--- src/rtl/comparador_arbitro_if.sv ---
// ============================================================================
// Module      : comparador_arbitro_if
// Description : Bundle of the two requester channels, the comparator operand
//               and code wires, and the tagged response channel of
//               comparador_arbitro.
// Revision    : 1.0 - initial release
// ============================================================================
`default_nettype none

interface comparador_arbitro_if #(
    parameter int WIDTH = 32
);
    // Requester 0: core branch unit
    logic             req0_valid;
    logic             req0_ready;
    logic [WIDTH-1:0] req0_a;
    logic [WIDTH-1:0] req0_b;
    logic [2:0]       req0_funct3;

    // Requester 1: timer/compare peripheral
    logic             req1_valid;
    logic             req1_ready;
    logic [WIDTH-1:0] req1_a;
    logic [WIDTH-1:0] req1_b;
    logic [2:0]       req1_funct3;

    // Shared comparator
    logic [WIDTH-1:0] cmp_rs1;
    logic [WIDTH-1:0] cmp_rs2;
    logic [1:0]       cmp_code;

    // Response channel
    logic             rsp_valid;
    logic             rsp_ready;
    logic             rsp_id;
    logic             rsp_taken;
    logic [1:0]       rsp_code;
    logic             rsp_err;

    // Arbiter side
    modport slave (
        input  req0_valid, req0_a, req0_b, req0_funct3,
        output req0_ready,
        input  req1_valid, req1_a, req1_b, req1_funct3,
        output req1_ready,
        output cmp_rs1, cmp_rs2,
        input  cmp_code,
        output rsp_valid, rsp_id, rsp_taken, rsp_code, rsp_err,
        input  rsp_ready
    );

    // Requester / consumer / comparator side
    modport master (
        output req0_valid, req0_a, req0_b, req0_funct3,
        input  req0_ready,
        output req1_valid, req1_a, req1_b, req1_funct3,
        input  req1_ready,
        input  cmp_rs1, cmp_rs2,
        output cmp_code,
        input  rsp_valid, rsp_id, rsp_taken, rsp_code, rsp_err,
        output rsp_ready
    );
endinterface

`default_nettype wire

--- src/rtl/comparador_arbitro.sv ---
// ============================================================================
// Module      : comparador / comparador_arbitro
// Description : comparador is the shared, purely combinational unsigned
//               comparator. comparador_arbitro arbitrates it round-robin
//               between two requesters, registers the operands, samples the
//               comparator code and resolves the RISC-V branch condition.
// Revision    : 1.0 - initial release
// ============================================================================
`default_nettype none


module comparador_arbitro #(
    parameter int WIDTH = 32
) (
    input  wire logic           clk,
    input  wire logic           rst_n,
    comparador_arbitro_if.slave bus
);
    // RISC-V branch funct3 encodings
    localparam logic [2:0] F3_BEQ  = 3'b000;
    localparam logic [2:0] F3_BNE  = 3'b001;
    localparam logic [2:0] F3_BLT  = 3'b100;
    localparam logic [2:0] F3_BGE  = 3'b101;
    localparam logic [2:0] F3_BLTU = 3'b110;
    localparam logic [2:0] F3_BGEU = 3'b111;

    typedef enum logic [1:0] {
        ST_IDLE    = 2'd0,
        ST_COMPARE = 2'd1,
        ST_RESPOND = 2'd2
    } state_t;

    state_t           state_q;
    logic             last_grant_q;
    logic [WIDTH-1:0] cmp_rs1_q;
    logic [WIDTH-1:0] cmp_rs2_q;
    logic [2:0]       funct3_q;
    logic             id_q;
    logic             rsp_valid_q;
    logic             rsp_id_q;
    logic             rsp_taken_q;
    logic [1:0]       rsp_code_q;
    logic             rsp_err_q;

    logic             grant_vld;
    logic             grant_id;
    logic [WIDTH-1:0] rs1_d;
    logic [WIDTH-1:0] rs2_d;
    logic [2:0]       funct3_d;

    // Branch resolution from the sampled code; returns {err, taken}.
    // lt is derived as "neither equal nor greater".
    function automatic logic [1:0] resolve(input logic [2:0] f3,
                                           input logic [1:0] code);
        logic       eq;
        logic       lt;
        logic [1:0] r;
        eq = code[0];
        lt = ~code[0] & ~code[1];
        case (f3)
            F3_BEQ:           r = {1'b0, eq};
            F3_BNE:           r = {1'b0, ~eq};
            F3_BLT, F3_BLTU:  r = {1'b0, lt};
            F3_BGE, F3_BGEU:  r = {1'b0, ~lt};
            default:          r = 2'b10;
        endcase
        return r;
    endfunction

    // Round-robin grant: a lone requester wins, contention goes to the one
    // that was not served last.
    always_comb begin
        grant_vld = bus.req0_valid | bus.req1_valid;
        grant_id  = bus.req1_valid;
        if (bus.req0_valid && bus.req1_valid) begin
            grant_id = ~last_grant_q;
        end
    end

    assign bus.req0_ready = (state_q == ST_IDLE) && grant_vld && !grant_id;
    assign bus.req1_ready = (state_q == ST_IDLE) && grant_vld &&  grant_id;

    // Operand mux of the granted requester; signed compares flip the MSB so
    // the unsigned comparator orders two's-complement values correctly.
    always_comb begin
        funct3_d = grant_id ? bus.req1_funct3 : bus.req0_funct3;
        rs1_d    = grant_id ? bus.req1_a      : bus.req0_a;
        rs2_d    = grant_id ? bus.req1_b      : bus.req0_b;
        if ((funct3_d == F3_BLT) || (funct3_d == F3_BGE)) begin
            rs1_d[WIDTH-1] = ~rs1_d[WIDTH-1];
            rs2_d[WIDTH-1] = ~rs2_d[WIDTH-1];
        end
    end

    // Sequencer: accept, one compare cycle, hold response until consumed.
    always_ff @(posedge clk or negedge rst_n) begin
        if (!rst_n) begin
            state_q      <= ST_IDLE;
            last_grant_q <= 1'b1;
            cmp_rs1_q    <= '0;
            cmp_rs2_q    <= '0;
            funct3_q     <= 3'b000;
            id_q         <= 1'b0;
            rsp_valid_q  <= 1'b0;
            rsp_id_q     <= 1'b0;
            rsp_taken_q  <= 1'b0;
            rsp_code_q   <= 2'b00;
            rsp_err_q    <= 1'b0;
        end else begin
            case (state_q)
                ST_IDLE: begin
                    if (grant_vld) begin
                        cmp_rs1_q    <= rs1_d;
                        cmp_rs2_q    <= rs2_d;
                        funct3_q     <= funct3_d;
                        id_q         <= grant_id;
                        last_grant_q <= grant_id;
                        state_q      <= ST_COMPARE;
                    end
                end
                ST_COMPARE: begin
                    rsp_code_q               <= bus.cmp_code;
                    {rsp_err_q, rsp_taken_q} <= resolve(funct3_q, bus.cmp_code);
                    rsp_id_q                 <= id_q;
                    rsp_valid_q              <= 1'b1;
                    state_q                  <= ST_RESPOND;
                end
                ST_RESPOND: begin
                    if (bus.rsp_ready) begin
                        rsp_valid_q <= 1'b0;
                        state_q     <= ST_IDLE;
                    end
                end
                default: begin
                    state_q <= ST_IDLE;
                end
            endcase
        end
    end

    assign bus.cmp_rs1   = cmp_rs1_q;
    assign bus.cmp_rs2   = cmp_rs2_q;
    assign bus.rsp_valid = rsp_valid_q;
    assign bus.rsp_id    = rsp_id_q;
    assign bus.rsp_taken = rsp_taken_q;
    assign bus.rsp_code  = rsp_code_q;
    assign bus.rsp_err   = rsp_err_q;

endmodule

`default_nettype wire

--- src/flat_wrapper.sv ---
// flat-port wrapper written by rule: the top's interface ports become plain ports
module comparador_arbitro_flat 
#(
    parameter int WIDTH = 32
)
  (clk, rst_n, bus_req0_valid, bus_req0_a, bus_req0_b, bus_req0_funct3, bus_req0_ready, bus_req1_valid, bus_req1_a, bus_req1_b, bus_req1_funct3, bus_req1_ready, bus_cmp_rs1, bus_cmp_rs2, bus_cmp_code, bus_rsp_valid, bus_rsp_id, bus_rsp_taken, bus_rsp_code, bus_rsp_err, bus_rsp_ready);
  comparador_arbitro_if #(.WIDTH(WIDTH)) bus_i ();
  input  wire logic clk;
  input  wire logic rst_n;
  input wire logic [$bits(bus_i.req0_valid)-1:0] bus_req0_valid;
  input wire logic [$bits(bus_i.req0_a)-1:0] bus_req0_a;
  input wire logic [$bits(bus_i.req0_b)-1:0] bus_req0_b;
  input wire logic [$bits(bus_i.req0_funct3)-1:0] bus_req0_funct3;
  output wire logic [$bits(bus_i.req0_ready)-1:0] bus_req0_ready;
  input wire logic [$bits(bus_i.req1_valid)-1:0] bus_req1_valid;
  input wire logic [$bits(bus_i.req1_a)-1:0] bus_req1_a;
  input wire logic [$bits(bus_i.req1_b)-1:0] bus_req1_b;
  input wire logic [$bits(bus_i.req1_funct3)-1:0] bus_req1_funct3;
  output wire logic [$bits(bus_i.req1_ready)-1:0] bus_req1_ready;
  output wire logic [$bits(bus_i.cmp_rs1)-1:0] bus_cmp_rs1;
  output wire logic [$bits(bus_i.cmp_rs2)-1:0] bus_cmp_rs2;
  input wire logic [$bits(bus_i.cmp_code)-1:0] bus_cmp_code;
  output wire logic [$bits(bus_i.rsp_valid)-1:0] bus_rsp_valid;
  output wire logic [$bits(bus_i.rsp_id)-1:0] bus_rsp_id;
  output wire logic [$bits(bus_i.rsp_taken)-1:0] bus_rsp_taken;
  output wire logic [$bits(bus_i.rsp_code)-1:0] bus_rsp_code;
  output wire logic [$bits(bus_i.rsp_err)-1:0] bus_rsp_err;
  input wire logic [$bits(bus_i.rsp_ready)-1:0] bus_rsp_ready;
  assign bus_i.req0_valid = bus_req0_valid;
  assign bus_i.req0_a = bus_req0_a;
  assign bus_i.req0_b = bus_req0_b;
  assign bus_i.req0_funct3 = bus_req0_funct3;
  assign bus_req0_ready = bus_i.req0_ready;
  assign bus_i.req1_valid = bus_req1_valid;
  assign bus_i.req1_a = bus_req1_a;
  assign bus_i.req1_b = bus_req1_b;
  assign bus_i.req1_funct3 = bus_req1_funct3;
  assign bus_req1_ready = bus_i.req1_ready;
  assign bus_cmp_rs1 = bus_i.cmp_rs1;
  assign bus_cmp_rs2 = bus_i.cmp_rs2;
  assign bus_i.cmp_code = bus_cmp_code;
  assign bus_rsp_valid = bus_i.rsp_valid;
  assign bus_rsp_id = bus_i.rsp_id;
  assign bus_rsp_taken = bus_i.rsp_taken;
  assign bus_rsp_code = bus_i.rsp_code;
  assign bus_rsp_err = bus_i.rsp_err;
  assign bus_i.rsp_ready = bus_rsp_ready;
  comparador_arbitro #(.WIDTH(WIDTH)) u_core (.clk(clk), .rst_n(rst_n), .bus(bus_i));
endmodule
--- config.mk ---
export PLATFORM = sky130hd
export DESIGN_NAME = comparador_arbitro_flat
export DESIGN_NICKNAME = d
export VERILOG_FILES = /design/src/rtl/comparador_arbitro_if.sv /design/src/rtl/comparador_arbitro.sv /design/src/flat_wrapper.sv
export SDC_FILE = /design/constraint.sdc
export NUM_CORES = 1
export LEC_CHECK = 0
export ABC_AREA = 1
export BUFFER_PORTS_ARGS = -buffer_cell sky130_fd_sc_hd__buf_2
export CORE_MARGIN = 2
export CORE_UTILIZATION = 43
export DETAILED_ROUTE_END_ITERATION = 8
export GPL_TIMING_DRIVEN = 1
export PLACE_DENSITY = 0.8
export SLEW_MARGIN = 25
export SYNTH_ARGS = -nofsm -noshare
export SYNTH_HDL_FRONTEND = slang
export SYNTH_SLANG_ARGS = --single-unit
--- constraint.sdc ---
create_clock -name clk -period 2.2 [get_ports clk]
set_clock_uncertainty 0.15 [all_clocks]
set_input_delay 0.22 -clock clk [delete_from_list [all_inputs] [get_ports clk]]
set_output_delay 0.22 -clock clk [all_outputs]
set_load 0.01 [all_outputs]
Yosys cells after proc, flatten, opt, wreduce, memory -nomap -nowiden
Index checks and enable logic that the tools add are counted.
Widths: inputs -> output; s select.
Cells by class
  add/sub/neg operators: 0
  multiply operators: 0
  divide/modulo/power cells: 0
  order comparisons: 0
  eq/ne operators: 11
  shift-type cells: 0
  muxes and demuxes: 12
  bitwise operators: 8
  reductions and logical operators: 14
Operator list (number)
  $mux 32: 2
  $eq 3x3->1 const B: 6
  $pmux 2 s4: 1
  $not 1->1: 6
  $pmux 2 s3: 1
  $reduce_and 2->1: 3
  $logic_and 1x1->1: 4
  $mux 1: 4
  $mux 2: 2
  $reduce_or 2->1: 2
  $eq 3x1->1 const B: 1
  $logic_not 3->1: 1
  $mux 3: 1
  $eq 2x1->1 const B: 1
  $eq 2x2->1 const B: 1
  $logic_not 2->1: 1
  $ne 2x1->1 const B: 1
  $ne 2x2->1 const B: 1
  $pmux 1 s2: 1
  $reduce_bool 2->1: 1
  $and 1x1->1: 1
  $logic_not 1->1: 1
  $logic_or 1x1->1: 1
  $or 1x1->1: 1
Word-level totals
  bits in registers: 77
  latch bits: 0
  memory bits (writable): 0
  memory bits (read-only): 0
  output and inout bits: 72
  memories: 0

Depth between registers and ports, before layout
  depth after elaboration: 6
  gate-level depth with buffers: 8
  gate-level depth less buffers: 8

Worst setup path after synthesis
Ideal clock, no wire load.
  path type: register to register
  start point: reg u_core.last_grant_q
  end point: reg u_core.cmp_rs1_q[0], in the netlist u_core.bus.cmp_rs1[0]
  setup time: 69 ps
  data arrival time: 1374 ps
  data required time: 1981 ps
  path slack: 607 ps
  cell stages (with the launch flop): 9
  buffers on the path: 2
  cells stage by stage: dfstp_2 nand2_1 nand2_1 inv_1 nor2_2 buf_4 buf_6 nand2_1 nand3_1
Between the ends
  cells in the longest elaborated chain, start to end: 3
Ends and longest elaborated chain
  start: declaration: RTL line comparador_arbitro.sv:34  | logic last_grant_q;
  start signal: assignment: RTL line comparador_arbitro.sv:117  | last_grant_q <= grant_id;
  $not 1->1: RTL line comparador_arbitro.sv:76  | grant_id = ~last_grant_q;
  $mux 1: RTL line comparador_arbitro.sv:75  | if (bus.req0_valid && bus.req1_valid) begin
  $mux 32: RTL line comparador_arbitro.sv:87  | rs1_d = grant_id ? bus.req1_a : bus.req0_a;
  end signal: assignment: RTL line comparador_arbitro.sv:113  | cmp_rs1_q <= rs1_d;
  end: declaration: RTL line comparador_arbitro.sv:35  | logic [WIDTH-1:0] cmp_rs1_q;
No other way between the ends.
A chain may end at the register's enable or synchronous reset.

Final worst setup path
  start point: reg u_core.state_q[1]
  end point: out bus_req0_ready
Between the ends
  cells in the longest elaborated chain, start to end: 3
Ends and longest elaborated chain
  start: declaration: RTL line comparador_arbitro.sv:33  | state_t state_q;
  start signal: assignment: RTL line comparador_arbitro.sv:98  | state_q <= ST_IDLE;
  start signal: assignment: RTL line comparador_arbitro.sv:118  | state_q <= ST_COMPARE;
  start signal: assignment: RTL line comparador_arbitro.sv:126  | state_q <= ST_RESPOND;
  $logic_not 2->1: RTL line comparador_arbitro.sv:80  | assign bus.req0_ready = (state_q == ST_IDLE) && grant_vld && !grant_id;
  $logic_and 1x1->1 (2 in series): RTL line comparador_arbitro.sv:80
  end: declaration: RTL line flat_wrapper.sv:14  | output wire logic [$bits(bus_i.req0_ready)-1:0] bus_req0_ready;
No other way between the ends.

==> reports/metrics.cfg <==
[worst_setup_path]
slowest_stage=dfrtp_1
slowest_delay_ps=450
startpoint=u_core.state_q[1]
r2r-end=u_core.bus.cmp_rs1[13]
path_max_fanout=22
cp.arrival_ps=1680
r2r_start=u_core.state_q[1]
cp-endpoint=bus_req0_ready
cp_cell_sequence=nor3_4 > inv_4 > nor2_4 > buf_2
reg2reg_slack_ps=160
critPathKind=reg -> out
crit_required_ps=1830
worst-r2r-cell-count=7
startpoint_type=flip-flop
end_kind=output port

[sta]
hold-worst-slack_ps=29.6
min_period_ps=2050
worst_pin_slew_ps=529
setup_violations=0
clock.fmax_mhz=488
finalHoldViolations=0
fin_setup_tns_ps=0
finalCritPeriodShare_pct=93.2
relSlewSlack_pct=64.8
worst_slack_ps=151
drv_slew=0
grt_setup_unrepaired=false

[clock_network]
numCtsBuffers=9
path_clk_slew_ps=80
htree_levels=3
cts.sink_count=77
clock_latency_ps=340
cts_max_path_buffers=2
cts_tree=built
cts_root_buf=clkbuf_8

[placed_design]
pre_cts_slack_ps=238
dp_hpwl_um=7290
dp.cells=722
place.gp.congestion=0.783
portBuffers=212
placedInstanceArea_um2=4560

[power_and_ir_drop]
ir_drop_v=0.000516
p_leak_uw=0.00323
cellPowerDensity_nw_per_um2=1120

[floorplanning]
die_h_um=93.1
die_x_um=93.1
ios=213
placement_rows=32
start_util_pct=44.2
core_um2=7730
die_area_um2=8660

[synthesis]
syn_area_per_cell_um2=8.10
postSynthCellCount=421
ys_types=20
synth_nets=562
synth.ff_latch_count=77
seq_area_frac_synth_pct=56.5
ys_warn_count=0
synth_area_um2=3410

[drt]
drtAntennaViolNets=0
drt_iter0_drc=261
vias_per_cell=5.16
routed-via-count=4478
totalWireLength_um=14100
drc_errors=0
drt-pass1-iter-count=5
wl_per_cell_um=16.3

[grt]
grtUsageTotal_pct=32.9
grt-ovfl-total=0
antenna_found_initial=0
first_global_vias=4724
grt_pass1_wl_um=22200
grt_max_degree=50

[cells_and_area]
n_antenna_cell=0
final_common_cell=nand2_1
nets=902
layout-drive-gt1-share_pct=31.3
stdcell_count=868
design_area_um2=6070
area_growth_pct=78.0
final_cell_mix=nand2_1, buf_2, dlygate4sd3_1

[min_path]
hold_class=in -> reg
hold_path_depth=3

[status]
status=completed

[run]
drv_cap=0

==> worst max-delay path, delay by kind of cell, from the launching register on <==
kind	cells	cell delay, ps
buffers and inverters	2	360
DFF	1	450
and+or+nand+nor	2	530
==> cells in the mapped netlist <==
cell	count	share of area [%]
o21bai_1	1	0.22
buf_4	4	0.88
o31ai_1	1	0.22
nand2_1	217	24
dfstp_2	1	0.77
inv_2	1	0.11
nor2_1	5	0.55
a21oi_1	1	0.15
nor2_4	1	0.33
nand3b_1	1	0.22
buf_2	8	1.2
nor3_4	1	0.48
clkbuf_1	4	0.44
nor2_2	1	0.18
o21ai_0	8	1.2
buf_6	4	1.3
dfrtp_1	76	56
inv_1	11	1.2
nand3_1	74	11
clkinv_1	1	0.11
==> worst min path at each step <==
stage	from	end	slack, ps
2_1_floorplan	rst_n	u_core.bus.cmp_rs1[0]	-230
3_3_place_gp	rst_n	u_core.bus.rsp_code[1]	80
3_5_place_dp	rst_n	u_core.bus.cmp_rs1[16]	80
4_1_cts	bus_cmp_code[0]	u_core.bus.rsp_code[0]	20
5_1_grt	bus_cmp_code[0]	u_core.bus.rsp_code[0]	70
6_report	bus_cmp_code[0]	u_core.bus.rsp_code[0]	30
==> final cells by class <==
cell class,instances,area [µm²]
sequential,77,1930
fill,445,1660
multi-input combinational,311,1310
inverter,13,51.3
clock buffer,10,128
tap,102,128
clock inverter,6,87.6
timing repair buffer,349,2440
==> routing by layer <==
metal	routed length [µm]	GRT usage, %	vias to the layer above	share of wire [%]
li1	-	-	2011	-
met1	4880	34.8	2084	35
met2	7160	58.5	317	51
met3	1450	9.75	66	10
met4	638	18.3	0	4.5
met5	0	0	-	0
==> flip-flops by register name, indices dropped and copies added (netlist names), 2 cells and up <==
register             cells
u_core.bus.rsp_code      2
u_core.funct3_q          3
u_core.bus.cmp_rs2      32
u_core.bus.cmp_rs1      32
u_core.state_q           2
==> metrics by stage <==
step	total power (µW)	util (%)
finish	6820	78.6
global placement	5200	59.0
detailed placement	5320	59.0
global route	7250	78.6
CTS	6680	78.5
floorplan	4160	-
==> timing repair <==
action	4_1_cts	5_1_grt
endpoints found under the setup margin	1	7
gates resized for setup	0	2
buffers inserted	1	0
pin swaps	1	0
hold buffers	129	0
hold endpoints to repair	104	0
==> logic make-up after synthesis <==
family          count (synthesis)  synth area share [%]
compound gates                 11                  1.76
buf+inv                        33                  5.24
simple gates                  300                  36.5
flops                          77                  56.5
==> report_power, final <==
group / internal (µW) / switching (µW)
sequential: 2120 / 433
clock: 640 / 522
combinational: 1260 / 1850
total: 4020 / 2800
(Power assumes the default switching activity.)
